<file path="src/rtl/elevator_scheduler.sv">
// elevator_scheduler: SCAN car-motion scheduler. It latches floor calls, chooses the
// travel direction, times floor-to-floor travel and the door dwell, and drives the car
// position, motion and door outputs.
// Optional feature: define ELEVATOR_ESTOP_EN to add the emergency-stop HALT state.
// In the HALT state the FSM freezes and later resumes the interrupted state.
module elevator_scheduler #(
    parameter int NUM_FLOORS    = 4,
    parameter int FLOOR_W       = 2,
    parameter int TRAVEL_CYCLES = 8,
    parameter int DOOR_CYCLES   = 16
) (
    input  logic                  clk,
    input  logic                  reset,
    input  logic [NUM_FLOORS-1:0] call_req,
    input  logic                  estop,
    output logic [FLOOR_W-1:0]    cur_floor,
    output logic                  moving_up,
    output logic                  moving_down,
    output logic                  door_open,
    output logic [NUM_FLOORS-1:0] pending,
    output logic                  halted
);

    localparam int CNT_MAX = (TRAVEL_CYCLES > DOOR_CYCLES) ? TRAVEL_CYCLES : DOOR_CYCLES;
    localparam int CNT_W   = (CNT_MAX > 1) ? $clog2(CNT_MAX) : 1;
    localparam logic [CNT_W-1:0]   TRAVEL_LOAD = CNT_W'(TRAVEL_CYCLES - 1);
    localparam logic [CNT_W-1:0]   DOOR_LOAD   = CNT_W'(DOOR_CYCLES - 1);
    localparam logic [FLOOR_W-1:0] TOP_FLOOR   = FLOOR_W'(NUM_FLOORS - 1);
    localparam logic               DIR_UP      = 1'b1;
    localparam logic               DIR_DOWN    = 1'b0;

    typedef enum logic [2:0] {
        S_IDLE,
        S_UP,
        S_DOWN,
        S_DOOR
`ifdef ELEVATOR_ESTOP_EN
        , S_HALT
`endif
    } state_t;

    state_t                  state, state_n;
    logic                    dir, dir_n;
    logic [CNT_W-1:0]        cnt, cnt_n;
    logic [FLOOR_W-1:0]      floor_n;
    logic [NUM_FLOORS-1:0]   pending_n;
    logic [NUM_FLOORS-1:0]   req;
    logic [NUM_FLOORS-1:0]   cur_oh, up_oh, dn_oh;
    logic [NUM_FLOORS-1:0]   above, below, above_up, below_dn;
    logic [FLOOR_W-1:0]      up_floor, dn_floor;
`ifdef ELEVATOR_ESTOP_EN
    state_t                  saved, saved_n;
`else
    logic                    estop_unused;
    assign estop_unused = estop;
`endif

    assign req      = pending | call_req;
    assign up_floor = cur_floor + FLOOR_W'(1);
    assign dn_floor = cur_floor - FLOOR_W'(1);
    assign cur_oh   = NUM_FLOORS'(1) << cur_floor;
    assign up_oh    = NUM_FLOORS'(1) << up_floor;
    assign dn_oh    = NUM_FLOORS'(1) << dn_floor;

    // Floor masks relative to the current floor and to the floor about to be reached
    always_comb begin
        above    = '0;
        below    = '0;
        above_up = '0;
        below_dn = '0;
        for (int unsigned i = 0; i < NUM_FLOORS; i++) begin
            above[i]    = i > 32'(cur_floor);
            below[i]    = i < 32'(cur_floor);
            above_up[i] = i > 32'(cur_floor) + 32'd1;
            below_dn[i] = i + 32'd1 < 32'(cur_floor);
        end
    end

    // Next-state, floor, direction, counter and call-latch logic
    always_comb begin
        state_n   = state;
        floor_n   = cur_floor;
        dir_n     = dir;
        cnt_n     = cnt;
        pending_n = pending | call_req;
`ifdef ELEVATOR_ESTOP_EN
        saved_n   = saved;
`endif
        case (state)
            S_IDLE: begin
                if (req[cur_floor]) begin
                    state_n   = S_DOOR;
                    cnt_n     = DOOR_LOAD;
                    pending_n = req & ~cur_oh;
                end else if (dir == DIR_UP && |(req & above)) begin
                    state_n = S_UP;
                    cnt_n   = TRAVEL_LOAD;
                end else if (dir == DIR_DOWN && |(req & below)) begin
                    state_n = S_DOWN;
                    cnt_n   = TRAVEL_LOAD;
                end else if (|(req & above)) begin
                    dir_n   = DIR_UP;
                    state_n = S_UP;
                    cnt_n   = TRAVEL_LOAD;
                end else if (|(req & below)) begin
                    dir_n   = DIR_DOWN;
                    state_n = S_DOWN;
                    cnt_n   = TRAVEL_LOAD;
                end
            end
            S_UP: begin
                if (cur_floor == TOP_FLOOR) begin
                    state_n = S_IDLE;
                end else if (cnt != '0) begin
                    cnt_n = cnt - CNT_W'(1);
                end else begin
                    floor_n = up_floor;
                    if (req[up_floor]) begin
                        state_n   = S_DOOR;
                        cnt_n     = DOOR_LOAD;
                        pending_n = req & ~up_oh;
                    end else if (|(req & above_up)) begin
                        cnt_n = TRAVEL_LOAD;
                    end else begin
                        state_n = S_IDLE;
                    end
                end
            end
            S_DOWN: begin
                if (cur_floor == '0) begin
                    state_n = S_IDLE;
                end else if (cnt != '0) begin
                    cnt_n = cnt - CNT_W'(1);
                end else begin
                    floor_n = dn_floor;
                    if (req[dn_floor]) begin
                        state_n   = S_DOOR;
                        cnt_n     = DOOR_LOAD;
                        pending_n = req & ~dn_oh;
                    end else if (|(req & below_dn)) begin
                        cnt_n = TRAVEL_LOAD;
                    end else begin
                        state_n = S_IDLE;
                    end
                end
            end
            S_DOOR: begin
                // A call for the open floor extends the dwell instead of being latched
                pending_n = pending | (call_req & ~cur_oh);
                if (call_req[cur_floor]) begin
                    cnt_n = DOOR_LOAD;
                end else if (cnt == '0) begin
                    state_n = S_IDLE;
                end else begin
                    cnt_n = cnt - CNT_W'(1);
                end
            end
`ifdef ELEVATOR_ESTOP_EN
            S_HALT: begin
                if (!estop) begin
                    state_n = saved;
                end
            end
`endif
            default: state_n = S_IDLE;
        endcase
`ifdef ELEVATOR_ESTOP_EN
        // Stop overrides every transition; everything but the call latch is frozen
        if (estop && state != S_HALT) begin
            state_n   = S_HALT;
            saved_n   = state;
            floor_n   = cur_floor;
            dir_n     = dir;
            cnt_n     = cnt;
            pending_n = pending | call_req;
        end
`endif
    end

    // State and datapath registers
    always_ff @(posedge clk or posedge reset) begin
        if (reset) begin
            state     <= S_IDLE;
            cur_floor <= '0;
            dir       <= DIR_UP;
            cnt       <= '0;
            pending   <= '0;
`ifdef ELEVATOR_ESTOP_EN
            saved     <= S_IDLE;
`endif
        end else begin
            state     <= state_n;
            cur_floor <= floor_n;
            dir       <= dir_n;
            cnt       <= cnt_n;
            pending   <= pending_n;
`ifdef ELEVATOR_ESTOP_EN
            saved     <= saved_n;
`endif
        end
    end

    assign moving_up   = (state == S_UP);
    assign moving_down = (state == S_DOWN);
    assign door_open   = (state == S_DOOR);
`ifdef ELEVATOR_ESTOP_EN
    assign halted      = (state == S_HALT);
`else
    assign halted      = 1'b0;
`endif

endmodule

</file>
<file path="config.mk">
export PLATFORM = sky130hd
export DESIGN_NAME = elevator_scheduler
export DESIGN_NICKNAME = d
export VERILOG_FILES = /design/src/rtl/elevator_scheduler.sv
export SDC_FILE = /design/constraint.sdc
export NUM_CORES = 1
export LEC_CHECK = 0
export ABC_AREA = 1
export CORE_MARGIN = 2
export CORE_UTILIZATION = 27
export DETAILED_ROUTE_END_ITERATION = 8
export GPL_TIMING_DRIVEN = 0
export MAX_ROUTING_LAYER = met4
export PLACE_DENSITY = 0.52
export SYNTH_ARGS = -nofsm -noshare
export SYNTH_HDL_FRONTEND = slang
export SYNTH_SLANG_ARGS = --single-unit
</file>
<file path="constraint.sdc">
create_clock -name clk -period 2.69 [get_ports clk]
set_input_delay 0.538 -clock clk [delete_from_list [all_inputs] [get_ports clk]]
set_output_delay 0.538 -clock clk [all_outputs]
set_load 0.05 [all_outputs]
</file>
Word level (Yosys, flattened, before mapping)
Index checks and enable logic that the tools add are counted.
Word-level totals
  bits in registers: 14
  input bits: 7
  logic and storage cells: 132
Operators by class
  $add $sub $neg: 4
  order comparisons: 13
  eq/ne operators: 18
  shift-type cells: 3
  multiplexer cells: 55
  bitwise operators: 17
  reductions and logical operators: 17
Operators by type and width (count)
  2-to-1 mux 4 bit: 22
  > comparator 1 x 32 -> 1 bit, first input constant: 2
  2-to-1 mux 3 bit: 15
  > comparator 2 x 32 -> 1 bit, first input constant: 1
  case mux 4 bit (4 select lines): 2
  bitwise AND 4 bit: 6
  OR reduction 4 bit: 4
  AND reduction 7 bit: 2
  inverter 4 bit: 3
  case mux 3 bit (4 select lines): 1
  left shift 1 x 2 -> 4 bit, first input constant: 3
  inequality test 2 bit, second input constant: 5
  AND reduction 5 bit: 2
  less-than comparator 2 x 3 -> 1 bit, second input constant: 3
  binary-select mux 1 bit (select 2 bit): 4
  2-to-1 mux 2 bit: 4
  inequality test 4 x 1 -> 1 bit, second input constant: 2
  inequality test 4 bit, second input constant: 2
  OR 4 bit: 2
  nonzero test 4 bit: 2
  == test 3 x 2 -> 1 bit, second input constant: 2
  2-to-1 mux 1 bit: 6
  inequality test 3 bit, second input constant: 2
  inequality test 6 bit, second input constant: 1
  22 further kinds: 29

Logic depth before layout (Yosys ltp)
Gate-level depths: netlist (run 1).
  depth in word-level cells: 9
  depth in mapped cells: 13
  gate-level depth less buffers: 12

Least setup slack after synthesis (run 1)
Ideal clock, no wire load.
  path type: reg2reg
  from: register cur_floor[0]
  to: register cnt[3]
  library setup time: 0.117 ns
  arrival time: 1.998 ns
  data required time: 2.573 ns
  slack: 0.575 ns
  stages on the path, launching flop included: 12
  buffers on the path: 1
  cells stage by stage: dfrtp_1 > buf_6 > inv_6 > ha_1 > inv_1 > nand3_1 > nand4_1 > nand2_2 > nor2_8 > inv_2 > nand2_1 > nand2_1
Between the ends
  cells in the longest elaborated chain, start to end: 8
  elaborated cells between the ends (all ways): 52
  those cells by class: add/sub: 3; order compare: 10; eq/ne: 7; mux: 20; bitwise: 4; reduce/logical: 8
Ends and longest elaborated chain
  start: declaration: line 16  | output logic [FLOOR_W-1:0] cur_floor,
  start signal: assignment: line 193  | cur_floor <= floor_n;
  parallel branches: the longest is 8 deep, another holds > comparator 1 x 32 -> 1 bit
  end signal: assignment: line 195  | cnt <= cnt_n;
  end: declaration: line 44  | logic [CNT_W-1:0] cnt, cnt_n;
Parallel ways; which one is timed is not known. The select of a mux whose other input is x is not followed.
A chain may end at the register's enable or synchronous reset.

Final worst setup path (run 1)
  from: register state[0]
  to: output port moving_down
Between the ends
  cells in the longest elaborated chain, start to end: 1
Ends and longest elaborated chain
  start: declaration: line 42  | state_t state, state_n;
  start signal: assignment: line 192  | state <= state_n;
  == test 3 x 2 -> 1 bit: line 204  | assign moving_down = (state == S_DOWN);
  end: declaration: line 18  | output logic moving_down,
No other way between the ends.

==> results of run 1 <==
==> worst register-to-register path: stages (launching register included) <==
cell,delay [ns]
dfrtp_1,0.54
inv_2,0.17
ha_1,0.39
inv_1,0.12
nand3_1,0.16
nand2_2,0.16
nor2_1,0.06
nor2_1,0.08
nand3_1,0.13
nand2_1,0.09
o21ai_1,0.06
==> Yosys cell counts <==
cell       count  area, um^2
o221ai_1       1        8.76
clkbuf_1       2        7.51
o21ai_0       11        55.1
inv_6          1        8.76
conb_1         1        3.75
a31oi_1        3        18.8
o2111ai_1      1        8.76
nand2_1       82         308
ha_1          13         163
nand3_1       18        90.1
dfstp_2        1        26.3
nor3_1         2        10.0
nor2_2         3        18.8
inv_2          5        18.8
buf_2          1        5.00
inv_1         26        97.6
nor2_1        25        93.8
a221oi_1       1        8.76
nand3_2        2        20.0
a22oi_1        1        7.51
buf_6          1        11.3
xnor2_1        3        26.3
a21oi_1        6        30.0
nor2_8         1        20.0
nand4_1        3        18.8
xor2_1         1        8.76
nand2_2        6        37.5
dfrtp_1       12         300
buf_4          1        7.51
o21ai_1        5        25.0
nor2_4         2        22.5
==> per-stage QoR <==
| stage | instance area, um^2 | utilization, % | hold slack (ns) |
|---|---|---|---|
| 2_1_floorplan | 1490 | - | 0.414 |
| 3_5_place_dp | 1720 | 31.8 | 0.499 |
| 6_report | 1760 | 32.6 | 0.503 |
| 3_3_place_gp | 1720 | 31.8 | 0.480 |
| 5_1_grt | 1760 | 32.6 | 0.541 |
| 4_1_cts | 1760 | 32.6 | 0.509 |
==> layout make-up <==
class,count,area (um^2),share of cell area (%)
buffer,5,31.3,1.78
inverter,32,125,7.10
tap,72,90.1,5.11
timing repair buffer,14,140,7.95
clock buffer,4,45.0,2.56
multi-input combinational,191,1000,57.0
sequential,13,327,18.5
==> cell families (layout without fill, tap and decap cells) <==
family	Yosys count	after routing	share of synthesized area (%)
and+or+nand+nor	144	144	43.0
xor gates and xnor gates	4	4	2.36
adders and majority gates	13	13	10.9
other	1	1	0.252
DFF	13	13	22.0
AOI/OAI and AO/OA	29	29	10.9
buffers and inverters	37	55	10.5
==> flip-flops by register name (all words and copies together) (netlist names) <==
signal / cells
cnt: 4
dir: 1
pending: 4
state: 2
cur_floor: 2
==> layer usage <==
layer,wire (um),up-vias
met3,186,13
met4,174,0
met1,2000,666
met5,0,-
met2,1780,36
li1,-,799
==> path summary, 6_finish.rpt <==
kind,from,cells after the start,slack (ns),to
worst max-delay path,state[0],3,0.41,moving_down
worst min-delay path,dir,2,0.50,dir
worst max register to register,cur_floor[1],10,0.64,state[0]
worst min register to register,dir,2,0.50,dir
max in group asynchronous,reset,2,1.70,dir
min in group asynchronous,reset,2,0.62,pending[1]
==> impl_metrics.csv, run 1 <==
group,metric,value,unit
outcome,status,"complete, no violations",
sta,finalCriticalPeriod,2.28,ns
yosys,avgSynthCellArea,6.17,um^2
place,dpl_worst_slack,0.510,ns
global_route,grt_usage,15.4,%
yosys,syn_area,0.00149,mm^2
yosys,synth_cell_type_count,31,
finish,final_cells,331,
finish,nets,280,
die,fp.dieH,78.2,um
yosys,synthCells,241,
finish,layout.cells.most_common_list,"nand2_1, inv_1, nor2_1",
drt,drt-total-wl,4140,um
die,initial_core_util,27.5,%
die,die_area,0.00611,mm^2
global_route,top_usage_layer,"met2",
sta,finalCritPeriodShare,84.7,%
cts,cts_buffers,3,
finish,mostFrequentLayoutCell,"nand2_1",
sta,setup_tns,0,ns
drt,drt-vias-per-instance,4.57,
drt,vias,1514,
global_route,grt_antenna_before_repair,0,
sta,hold_violations,0,
global_route,grt_pass1_wl,7290,um
global_route,overflow,0,
cts,clkSinkCount,13,
finish,fillers,645,
worst_setup_path,slowest_delay,0.80,ns
worst_setup_path,cpLargestDelayFamily,"buffers and inverters",
cts,cts_setup_buffers,0,
worst_setup_path,crit_chain,"inv_1, ha_1, clkdlybuf4s50_1",
finish,areaGrowthSynthToFinish,18.5,%
sta,relSlewSlack,63.8,%
place,port_buffers,14,
worst_setup_path,worstSetupStartpointType,"register",
worst_setup_path,cp_data_arrival_time,1.74,ns
sta,setup_viol_count_final,0,
global_route,grt_pass1_vias,1501,
finish,diodes,0,
sta,fin_skew,0.00143,ns
global_route,grt_max_degree,14,
cts,cts-root-buf,"clkbuf_8",
place,hpwl,3270,um
worst_setup_path,crit_path_top_delay_cell,"clkdlybuf4s50_1",
yosys,ys_ff_latch,13,
worst_setup_path,crit_type,"reg -> out",
sta,tightest_slew,0.543,ns
global_route,met1_usage,21.1,%
drt,ant_nets,0,
finish,drive_gt1_share,10.4,%
drt,dr.pass1.iters,4,
sta,setup_slack,0.410,ns
drt,wire_per_inst,12.5,um
sta,rsz0062_at_grt,"false",
cts,h-tree-depth,1,
hold_path,hp-class,"reg -> reg",
yosys,ys_warn_count,0,
yosys,synth_nets,261,
die,num_io_pins,17,
cts,post_cts_resized,0,
die,rows,27,
sta,slew_violations,0,
worst_setup_path,critPathRequiredTime,2.15,ns
global_route,met3_usage,2.07,%
cts,path_clk_slew,0.07,ns
place,gp_congestion,0.915,
worst_setup_path,cp_max_fo,4,
cts,clock_latency,0.25,ns
job,cap_violations,0,
drt,drc,0,
drt,drtIter0Drc,116,
cts,holdBufCountCts,0,
worst_setup_path,worstSetupEndpointType,"output pin",
worst_setup_path,worstPathBufferInverterCount,2,
die,die_w,78.2,um
cts,cts_buffer_depth,2,
die,core_area,0.00541,mm^2
global_route,met2_usage,22.6,%
cts,cts_tree,"built",
place,placedCellCount,327,
sta,maxClockFrequency,439,MHz
yosys,yosysSeqAreaShare,22.0,%
Power of run 1 is left out: the tool's default activity adds up to more than one toggle a clock period on the data nets, which glitch-free logic cannot reach.
==> run 2, diff against run 1 <==
--- a/config.mk
+++ b/config.mk
@@ -11,7 +11,7 @@
 export DETAILED_ROUTE_END_ITERATION = 8
 export GPL_TIMING_DRIVEN = 0
 export MAX_ROUTING_LAYER = met4
-export PLACE_DENSITY = 0.52
+export PLACE_DENSITY = 0.54
 export SYNTH_ARGS = -nofsm -noshare
 export SYNTH_HDL_FRONTEND = slang
 export SYNTH_SLANG_ARGS = --single-unit
==> constraint.sdc (replaced) <==
create_clock -name clk -period 1.9 [get_ports clk]
set_input_delay 0.38 -clock clk [delete_from_list [all_inputs] [get_ports clk]]
set_output_delay 0.38 -clock clk [all_outputs]
set_load 0.05 [all_outputs]
==> impl_metrics.csv, run 2 (synthesis results as in run 1) <==
group,metric,value,unit
global_route,grt_pass1_wl,7390,um
drt,wire_per_inst,12.7,um
worst_setup_path,crit_type,"reg -> out",
cts,cts_buffers,3,
cts,path_clk_slew,0.06,ns
finish,nets,291,
place,hpwl,3280,um
worst_setup_path,worst_r2r_endpoint,"cnt[2]",
global_route,overflow,0,
worst_setup_path,cp_data_arrival_time,1.45,ns
sta,fin_skew,0.00200,ns
drt,drt-total-wl,4350,um
worst_setup_path,worstPathBufferInverterCount,1,
cts,cts_tree,"built",
sta,relSlewSlack,64.1,%
cts,clock_latency,0.25,ns
global_route,grt_usage,15.6,%
die,rows,27,
finish,reg.largest.list,"cnt x4, pending x4",
finish,diodes,0,
worst_setup_path,r2r_cells,12,
sta,setup_tns,0,ns
global_route,grt_max_degree,14,
sta,tightest_slew,0.538,ns
finish,mostFrequentLayoutCell,"nand2_1",
drt,drc,0,
sta,finalCriticalPeriod,1.83,ns
drt,drt-vias-per-instance,4.63,
outcome,status,"complete, no violations",
die,num_io_pins,17,
worst_setup_path,worstSetupStartpointType,"register",
place,gp_congestion,0.880,
die,die_w,78.2,um
finish,drive_gt1_share,21.5,%
worst_setup_path,crit_path_top_delay_cell,"clkdlybuf4s50_1",
sta,hold_violations,0,
die,initial_core_util,27.5,%
drt,dr.pass1.iters,4,
sta,setup_viol_count_final,0,
finish,areaGrowthSynthToFinish,29.5,%
drt,wl_met2,2030,um
hold_path,hp-class,"in -> async",
drt,wl_met1,2130,um
job,cap_violations,0,
drt,drtIter0Drc,132,
drt,wl_met3,143,um
worst_setup_path,critPathRequiredTime,1.52,ns
worst_setup_path,crit_chain,"clkdlybuf4s50_1",
die,core_area,0.00541,mm^2
cts,cts_buffer_depth,2,
worst_setup_path,cpLargestDelayFamily,"buffers and inverters",
finish,fillers,600,
cts,cts-root-buf,"clkbuf_8",
drt,ant_nets,0,
sta,rsz0062_at_grt,"true",
sta,slew_violations,0,
finish,final_cells,342,
worst_setup_path,regToRegSetupSlack,0.11,ns
place,port_buffers,14,
place,placedCellCount,327,
cts,h-tree-depth,1,
die,die_area,0.00611,mm^2
worst_setup_path,r2r_start,"cur_floor[1]",
global_route,grt_pass1_vias,1514,
worst_setup_path,worstSetupEndpointType,"output pin",
drt,routed.top_layer,"met4",
sta,finalCritPeriodShare,96.4,%
worst_setup_path,cp_max_fo,3,
finish,layout.cells.most_common_list,"nand2_1, nor2_1, inv_1",
die,fp.dieH,78.2,um
drt,vias,1582,
sta,maxClockFrequency,546,MHz
cts,clkSinkCount,13,
global_route,grt_antenna_before_repair,0,
worst_setup_path,slowest_delay,0.81,ns
==> run 2: cell count changes in the layout (fill, tap and decap cells not counted), moves of 3 or more <==
cell and delta:
clkbuf_2 +3, nand3_1 -4, buf_4 +10, ha_1 -4, clkdlybuf4s50_1 -7, dlygate4sd2_1 +4
nand3_2 +4, inv_1 -3
==> run 2: final cells by class <==
cell class | instances | area (um^2) | area share (%)
flip-flops and latches | 13 | 329 | 17.1
clock buffers | 4 | 45.0 | 2.34
well taps | 72 | 90.1 | 4.68
plain buffers | 5 | 33.8 | 1.76
repair buffers | 25 | 228 | 11.8
multi-input cells | 191 | 1070 | 55.5
inverters | 32 | 130 | 6.76
==> run 2: worst reg2reg max path: stages, from the launching register on <==
cell and delay, ns:
dfrtp_2 0.48, buf_4 0.16, ha_1 0.18, inv_2 0.10
nand3_1 0.10, nand3_2 0.10, nor2_1 0.05, nand2_1 0.11
nand2_2 0.11, nor2_8 0.16, inv_2 0.05, nand2_1 0.05
nand2_1 0.05
==> run 2: how the worst max path moves through the flow <==
| stage | from | end | slack (ns) | depth (start not counted) |
|---|---|---|---|---|
| after floorplan | cur_floor[0] | cnt[3] | 0.02 | 13 |
| after global placement | call_req[3] | cnt[2] | -0.10 | 12 |
| after detailed placement | call_req[3] | cnt[3] | -0.10 | 12 |
| after CTS | state[1] | cur_floor[1] | 0.007 | 6 |
| after global routing | state[1] | state[1] | -0.007 | 11 |
| final | cur_floor[0] | cur_floor[0] | 0.07 | 1 |
==> run 2: per-stage QoR <==
step | cell area (um^2) | setup WS (ns) | util (%) | hold slack, ns
final | 1920 | 0.0677 | 35.6 | 0.472
after global placement | 1730 | -0.100 | 32.1 | 0.480
after CTS | 1800 | 0.00676 | 33.3 | 0.501
after floorplan | 1500 | 0.0193 | - | 0.256
after global routing | 1920 | -0.00734 | 35.6 | 0.541
after detailed placement | 1730 | -0.102 | 32.1 | 0.492
==> run 2: metal layers <==
| layer | vias up | track usage [%] |
|---|---|---|
| met4 | 0 | 3.68 |
| met1 | 723 | 20.9 |
| met3 | 4 | 2.18 |
| li1 | 826 | - |
| met5 | - | - |
| met2 | 29 | 25.1 |
==> run 2: repair_timing <==
action / 4_1_cts / 5_1_grt
resized for setup: 9 / 23
buffers inserted: 2 / 9
pin swaps: 0 / 6
setup endpoints to repair: 13 / 14
hold buffers: 0 / 0
Power of run 2 is left out for the same reason.
==> RTL edit, RTL diff (config.mk and constraints of run 2) <==
The option `ELEVATOR_ESTOP_EN` is turned on by a define.
--- a/src/rtl/elevator_scheduler.sv
+++ b/src/rtl/elevator_scheduler.sv
@@ -3,6 +3,8 @@
 // position, motion and door outputs.
 // Optional feature: define ELEVATOR_ESTOP_EN to add the emergency-stop HALT state.
 // In the HALT state the FSM freezes and later resumes the interrupted state.
+`define ELEVATOR_ESTOP_EN
+
 module elevator_scheduler #(
     parameter int NUM_FLOORS    = 4,
     parameter int FLOOR_W       = 2,
Behaviour: not the same (Yosys sat finds a counterexample within 4 cycles, from zero or initial values and one cycle with reset high).
==> RTL edit against run 2 <==
- the run now ends with negative setup slack left
- hold slack better by 29 ps
- routed wire length is 27% higher
- maximum frequency decreased by 3.8%
- cell area is 22% higher
- sequential cell count is 4 higher
- worst setup slack got worse by 72 ps
- area after synthesis is 20% higher
- critical path type unchanged
==> RTL edit: results (changes against run 2) <==
most frequent cells after synthesis=100 x sky130_fd_sc_hd__nand2_1, 33 x sky130_fd_sc_hd__nor2_1, 31 x sky130_fd_sc_hd__inv_1 (was 82 x sky130_fd_sc_hd__nand2_1, 26 x sky130_fd_sc_hd__inv_1, 25 x sky130_fd_sc_hd__nor2_1); detailed placer's ending HPWL=4190 um (was 3280 um); xor/xnor cell area share of the yosys netlist=0.0197 (was 0.0236); class of the tightest hold or removal check=reg2reg (was in2async); number of endpoints failing setup at the final stage=1 (was 0); synthesized-area fraction occupied by ao, oa, aoi and oai cells=0.116 (was 0.109); area of placed instances=2070 um^2 (was 1730 um^2); clkbuf count=3 (was 4); Sinks on Clock Net=17 (was 13); Clock transition at path regs=90 ps (was 60 ps); final critical-path setup slack=-4.52 ps (was 67.7 ps); layout cell share with drive strength beyond 1=0.245 (was 0.215); Crit path largest cell delay=830 ps (was 810 ps); result of the run=finished, violations left (was finished, final reports clean); layout multi-input combinational cell count=234 (was 191); Final GP Congestion=0.877 (was 0.880); arrival time of data at the critical path endpoint=1520 ps (was 1450 ps); mean routed wirelength per cell=13.8 um (was 12.7 um); number of placed instances, taps included=386 (was 327); violations in the final reports=negative setup slack; count of non-CTS inverters in the layout=38 (was 32); synthesized netlist net count=307 (was 261); wire length of the first global-routing pass=9250 um (was 7390 um); non-filler cells in the finished layout=400 (was 342); Overall Global Routing Usage=0.165 (was 0.156); DRC violation total after the first TritonRoute iteration=107 (was 132); pin count of the biggest net entering global routing=18 (was 14); area used by multi-input combinational logic=1330 um^2 (was 1070 um^2); worst rel slew slack=0.512 (was 0.641); vias=1969 (was 1582); sequential area share after synthesis=0.239 (was 0.220); synthesized netlist cell count=293 (was 241); adder-cell share of the synthesized area=0.0492 (was 0.109); Synth area leaders=sky130_fd_sc_hd__dfrtp_1 22%, sky130_fd_sc_hd__nand2_1 21%, sky130_fd_sc_hd__nand3_1 7.9% (was sky130_fd_sc_hd__nand2_1 21%, sky130_fd_sc_hd__dfrtp_1 20%, sky130_fd_sc_hd__ha_1 11%); fraction of area in registers=0.183 (was 0.171); final instance area=2340 um^2 (was 1920 um^2); Clock Latency Late Sink=270 ps (was 250 ps); Post-Route Skew=13.4 ps (was 2.00 ps)
RTL edit: routing by layer:
| metal | global-route usage | vias to the layer above | part of all wire |
|---|---|---|---|
| li1 | - | 1003 | - |
| met1 | 0.239 | 912 | 0.50 |
| met2 | 0.250 | 47 | 0.44 |
| met3 | 0.0117 | 7 | 0.044 |
| met4 | 0.0390 | 0 | 0.012 |
| met5 | - | - | 0 |
RTL edit: through the flow:
stage / setup TNS (ps) / utilization / setup slack [ps] / total power [mW]
6_report: -4.52 / 0.368 / -4.52 / 3.91
2_1_floorplan: 0 / - / 29.4 / 2.60
4_1_cts: 0 / 0.343 / 18.2 / 3.64
3_5_place_dp: -3890 / 0.326 / -503 / 3.24
5_1_grt: -252 / 0.368 / -43.0 / 4.29
3_3_place_gp: -4140 / 0.326 / -536 / 3.24
RTL edit: what timing repair did:
action,4_1_cts,5_1_grt
setup endpoints to repair,17,19
gates cloned,0,0
pin swaps,0,6
resized for setup,37,39
buffers inserted,3,7
RTL edit: path summary, 6_finish.rpt:
kind / depth (start not counted) / slack, ps / from / endpoint
min in group asynchronous: 2 / 530 / reset / pending[2]
setup / recovery: 1 / -5 / pending[2] / pending[2]
hold / removal: 2 / 500 / saved[1] / saved[1]
setup reg to reg: 14 / 110 / cur_floor[0] / cnt[0]
max in group asynchronous: 2 / 870 / reset / cur_floor[1]
hold reg to reg: 2 / 500 / saved[1] / saved[1]
RTL edit: logic make-up after synthesis:
logic type,Yosys count
and+or+nand+nor,187
buffers and inverters,42
AOI/OAI and AO/OA,36
DFF,17
adders and majority gates,7
xor gates and xnor gates,4
RTL edit: where the power goes:
part / internal, mW / switching [mW]
sequential: 0.530 / 0.163
combinational: 1.02 / 1.89
clock: 0.147 / 0.158
total: 1.70 / 2.21
